**config.mk**
```make
export PLATFORM = sky130hd
export DESIGN_NAME = delay_line_ctrl
export DESIGN_NICKNAME = d
export VERILOG_FILES = /design/src/rtl/delay_line_ctrl.sv
export SDC_FILE = /design/constraint.sdc
export NUM_CORES = 1
export LEC_CHECK = 0
export BUFFER_PORTS_ARGS = -buffer_cell sky130_fd_sc_hd__buf_2
export CAP_MARGIN = 15
export CORE_AREA = 3 3 40 42
export DETAILED_ROUTE_END_ITERATION = 6
export DIE_AREA = 0 0 43 45
export HOLD_SLACK_MARGIN = 0.1
export PLACE_DENSITY = 0.59
export SYNTH_ARGS = -nofsm -noshare
export SYNTH_HDL_FRONTEND = slang
export SYNTH_SLANG_ARGS = --single-unit
```
**constraint.sdc**
```tcl
create_clock -name clk -period 1.92 [get_ports clk]
set_input_delay 0.192 -clock clk [delete_from_list [all_inputs] [get_ports clk]]
set_output_delay 0.192 -clock clk [all_outputs]
set_load 0.005 [all_outputs]
```
**src/rtl/delay_line_ctrl.sv**
```systemverilog
// Handshake controller for a ce-gated fixed-depth shift buffer: owns the buffer's ce,
// tracks which stages hold real tokens and supports a drain-only flush mode.
module delay_line_ctrl #(
    parameter int DATA_DEPTH = 4,
    parameter int CNT_WIDTH  = 3
) (
    input  logic                 clk,
    input  logic                 rst,
    input  logic                 in_valid_i,
    output logic                 in_ready_o,
    output logic                 out_valid_o,
    input  logic                 out_ready_i,
    input  logic                 flush_i,
    output logic                 ce_o,
    output logic [CNT_WIDTH-1:0] occupancy_o,
    output logic                 busy_o,
    output logic                 flush_done_o
);

    typedef enum logic {RUN, FLUSH} state_e;

    state_e                state_q, state_d;
    logic [DATA_DEPTH-1:0] vld_q, vld_d;
    logic [CNT_WIDTH-1:0]  occ_q, occ_d;
    logic                  done_q, done_d;
    logic                  advance, accept, emit;

    // The line may move whenever the output stage is a bubble or is being consumed.
    assign advance     = ~vld_q[DATA_DEPTH-1] | out_ready_i;
    assign ce_o        = advance & ~rst;
    assign out_valid_o = vld_q[DATA_DEPTH-1];
    assign accept      = in_valid_i & in_ready_o;
    assign emit        = out_valid_o & out_ready_i;

    always_comb begin
        state_d    = state_q;
        in_ready_o = 1'b0;
        busy_o     = 1'b0;
        done_d     = 1'b0;
        case (state_q)
            RUN: begin
                in_ready_o = advance & ~rst;
                if (flush_i) state_d = FLUSH;
            end
            FLUSH: begin
                busy_o = 1'b1;
                if (occ_q == '0) begin
                    state_d = RUN;
                    done_d  = 1'b1;
                end
            end
            default: state_d = RUN;
        endcase
    end

    generate
        if (DATA_DEPTH == 1) begin : g_d1
            assign vld_d = ce_o ? accept : vld_q;
        end else begin : g_dn
            assign vld_d = ce_o ? {vld_q[DATA_DEPTH-2:0], accept} : vld_q;
        end
    endgenerate

    always_comb begin
        occ_d = occ_q;
        case ({accept, emit})
            2'b10:   occ_d = occ_q + CNT_WIDTH'(1);
            2'b01:   occ_d = occ_q - CNT_WIDTH'(1);
            default: occ_d = occ_q;
        endcase
    end

    always_ff @(posedge clk) begin
        if (rst) begin
            state_q <= RUN;
            vld_q   <= '0;
            occ_q   <= '0;
            done_q  <= 1'b0;
        end else begin
            state_q <= state_d;
            vld_q   <= vld_d;
            occ_q   <= occ_d;
            done_q  <= done_d;
        end
    end

    assign occupancy_o  = occ_q;
    assign flush_done_o = done_q;

endmodule

```
==> out/qor_table.md <==
| Item | This run |
| --- | --- |
| Setup-violating endpoint count in the final report | 0 |
| Die width | 43 um |
| Routed wire length on met3 | 64 um |
| Post-Synthesis Mean Instance Area | 9.02 sq um |
| Worst slack, placed | 0.0823 ns |
| Total vias in the final route | 326 |
| Share of layout cells above drive strength 1 | 36.7% |
| Final routed wire length divided by cell count | 9.75 um |
| Buffer cell driving the clock tree root | sky130_fd_sc_hd__clkbuf_4 |
| Number of storage elements in the synthesis netlist | 9 |
| Antenna Cells | 0 |
| Unrepaired setup endpoints after global routing | no |
| Post-detailed-route DRC marker count | 0 |
| Commonest non-fill, non-tap cell in the layout | sky130_fd_sc_hd__buf_2 |
| Die Y | 45 um |
| Post-detailed-routing wire length | 731 um |
| Wire length of the first global-routing pass | 1210 um |
| DPL Wire Length | 564 um |
| Number of detailed-routing iterations run before antenna repair | 2 |
| Slowest Stage Delay on Critical Path | 0.33 ns |
| Cell family contributing the most delay on the critical path | simple AND/OR/NAND/NOR gates |
| YS warnings | 0 |
| Outcome | complete, no violations |
| Highest metal layer with signal wires | met4 |
| TritonCTS clock tree | built |
| Num ports | 13 |
| Initial cell density of the core | 30.2% |
| Vias in the first global route | 302 |
| Count of clock tree sinks | 9 |
| H-tree levels | 1 |
| Number of rows in the core area | 13 |
| Post-route clock period utilization | 93.0% |
| Data arrival time at the worst-slack endpoint | 1.98 ns |
| Type of the worst min-delay path | input pin to register |
| Slack of the critical path | 0.135 ns |
| Cell breakdown of the critical path | nor2b_4, nor2_1, nand2_1, ha_2, inv_1, fa_2, xor2_1, or3_1, a21oi_1 |
| Cell with the biggest individual delay on the critical path | sky130_fd_sc_hd__dfxtp_2 |
| Slew margin rel. | 81.2% |
| Post-Synthesis Cell Area | 388 sq um |
| Setup Total Neg Slack | 0 ns |
| Reported max-cap violation count | 0 |
| Detail-routed via count per cell | 4.35 |
| Sum of met2 wire segment lengths after detailed routing | 290 um |
| Number of antenna violations at the first check in global routing | 0 |
| Number of hold violations in the final report | 0 |
| Placed inst area | 485 sq um |
| Number of nets with antenna violations after routing | 0 |
| Maximum vdd drop | 0.370 mV |
| Overall power after layout | 0.401 mW |
| Net count after synthesis | 50 |
| Maximum number of pins on one net before global-route repair | 11 |
| Final net count | 68 |
| Number of design-rule violations left by the first detailed-router iteration | 3 |
| Cell count after synthesis | 43 |
| Critical path type | register to register |
| Sequential element share of the synthesized area | 46.5% |
| Core area | 1280 sq um |
| Sort of element at the end of the critical path | register |
| Routability-driven placement congestion ratio | 0.680 |
| Final critical-path required period | 1.79 ns |
| Worst-case clock skew | 0.00183 ns |
| Leakage power of the design | 0.224 nW |
| Routed length on met1 | 345 um |
| Most frequent cells in the layout | sky130_fd_sc_hd__buf_2 (12), sky130_fd_sc_hd__nor2_1 (10), sky130_fd_sc_hd__dfxtp_1 (8) |
| Launching element type of the critical path | register |
| Maximum operating frequency | 560 MHz |
| Clock latency reported for the late side of the worst-skew pair | 0.26 ns |
| Clock transition at the registers of the reported paths | 0.06 ns |
| Total grt overflow | 0 |
| P per Cell Area | 770 nW/um^2 |
| Count of pins over their slew limit | 0 |
| Growth of design area from synthesis to finish | 34.2% |
| Final instance area | 520 sq um |
| Overall die area | 1940 sq um |
| Data required time of the worst path | 2.11 ns |
| Buffer depth of the longest clock path | 2 |
| Global Route Usage Sum | 9.36% |
| Port Buffers | 12 |
| Critical Path Fanout Max | 3 |
| Distinct cell type count after synthesis | 18 |
| Least-Margin Pin Slew | 0.280 ns |
| Total of fill cells in the finished design | 143 |
| Critical path buffer and inverter count | 1 |
| Number of clock buffers inserted by TritonCTS | 3 |
==> cell type report <==
type,count,area (sq um),share of cell area [%]
Multi-Input combinational cell,29,200,38.5
Sequential cell,9,181,34.9
Tap cell,15,18.8,3.61
Inverter,3,11.3,2.16
Timing Repair Buffer,15,82.6,15.9
Clock buffer,4,26.3,5.05
==> cells by family (layout without fill, tap and decap cells) <==
family                     Yosys count  in the layout  share of synthesized area [%]
DFF                                  9              9                           46.5
buffers and inverters                5             22                           5.16
AOI/OAI and AO/OA                    4              4                           5.81
muxes                                3              3                           7.74
and+or+nand+nor                     18             18                           21.9
adders and majority gates            2              2                           8.39
xor gates and xnor gates             2              2                           4.52
==> timing repair <==
action / in CTS / in global routing
resized for setup: 0 / 3
setup endpoints to repair: 0 / 1
buffers inserted: 0 / 0
hold buffers: 0 / 0
==> layer usage <==
metal  GRT usage (%)  vias to the layer above
met2            12.0                       11
met5               0                        -
met4            12.7                        0
met1            10.7                      138
met3            2.79                        4
li1                -                      173
==> cells in the mapped netlist (all sizes together) <==
library cell	count	area [sq um]
mux2i	3	30.0
xor2	2	17.5
and2	1	6.26
nor3	2	10.0
a211oi	1	7.51
fa	1	20.0
o21ai	1	5.00
clkbuf	1	3.75
or3	1	6.26
nand2	1	3.75
ha	1	12.5
inv	3	11.3
nor2	10	37.5
buf	1	5.00
a21oi	2	10.0
and3b	1	8.76
nor2b	2	12.5
dfxtp	9	180
==> power breakdown <==
group	internal, mW	switching (mW)
registers	0.197	0.00603
logic	0.0275	0.0271
clock network	0.0799	0.0632
total	0.304	0.0964
==> per-stage QoR <==
| stage | util, % | hold slack, ns | std cells |
|---|---|---|---|
| after floorplan | - | 0.364 | 43 |
| after global routing | 40.5 | 0.232 | 75 |
| final | 40.5 | 0.208 | 75 |
| after CTS | 39.8 | 0.201 | 75 |
| after detailed placement | 37.8 | 0.465 | 71 |
| after global placement | 37.8 | 0.458 | 71 |
==> worst register-to-register path, stage by stage, from the launching register on <==
cell and delay (ns):
sky130_fd_sc_hd__dfxtp_2 0.33, sky130_fd_sc_hd__nor2b_4 0.13, sky130_fd_sc_hd__nor2_1 0.05, sky130_fd_sc_hd__nand2_1 0.06
sky130_fd_sc_hd__ha_2 0.18, sky130_fd_sc_hd__inv_1 0.05, sky130_fd_sc_hd__fa_2 0.33, sky130_fd_sc_hd__xor2_1 0.15
sky130_fd_sc_hd__or3_1 0.31, sky130_fd_sc_hd__a21oi_1 0.13
==> state kept, by name, summed over array words and instances (netlist names) <==
name	flops
flush_done_o	1
vld_q	4
occupancy_o	3
state_q	1
==> worst paths after layout <==
kind / from / end / slack (ns) / cells past startpoint
worst min register to register: vld_q[2]$_SDFFE_PP0N_ / vld_q[3]$_SDFFE_PP0N_ / 0.48 / 2
worst max-delay path: vld_q[3]$_SDFFE_PP0N_ / occupancy_o[2]$_SDFFE_PP0P_ / 0.13 / 9
worst min-delay path: flush_i / state_q$_SDFF_PP0_ / 0.21 / 3
worst max register to register: vld_q[3]$_SDFFE_PP0N_ / occupancy_o[2]$_SDFFE_PP0P_ / 0.13 / 9
No activity file was read; power rests on OpenSTA's default activity.
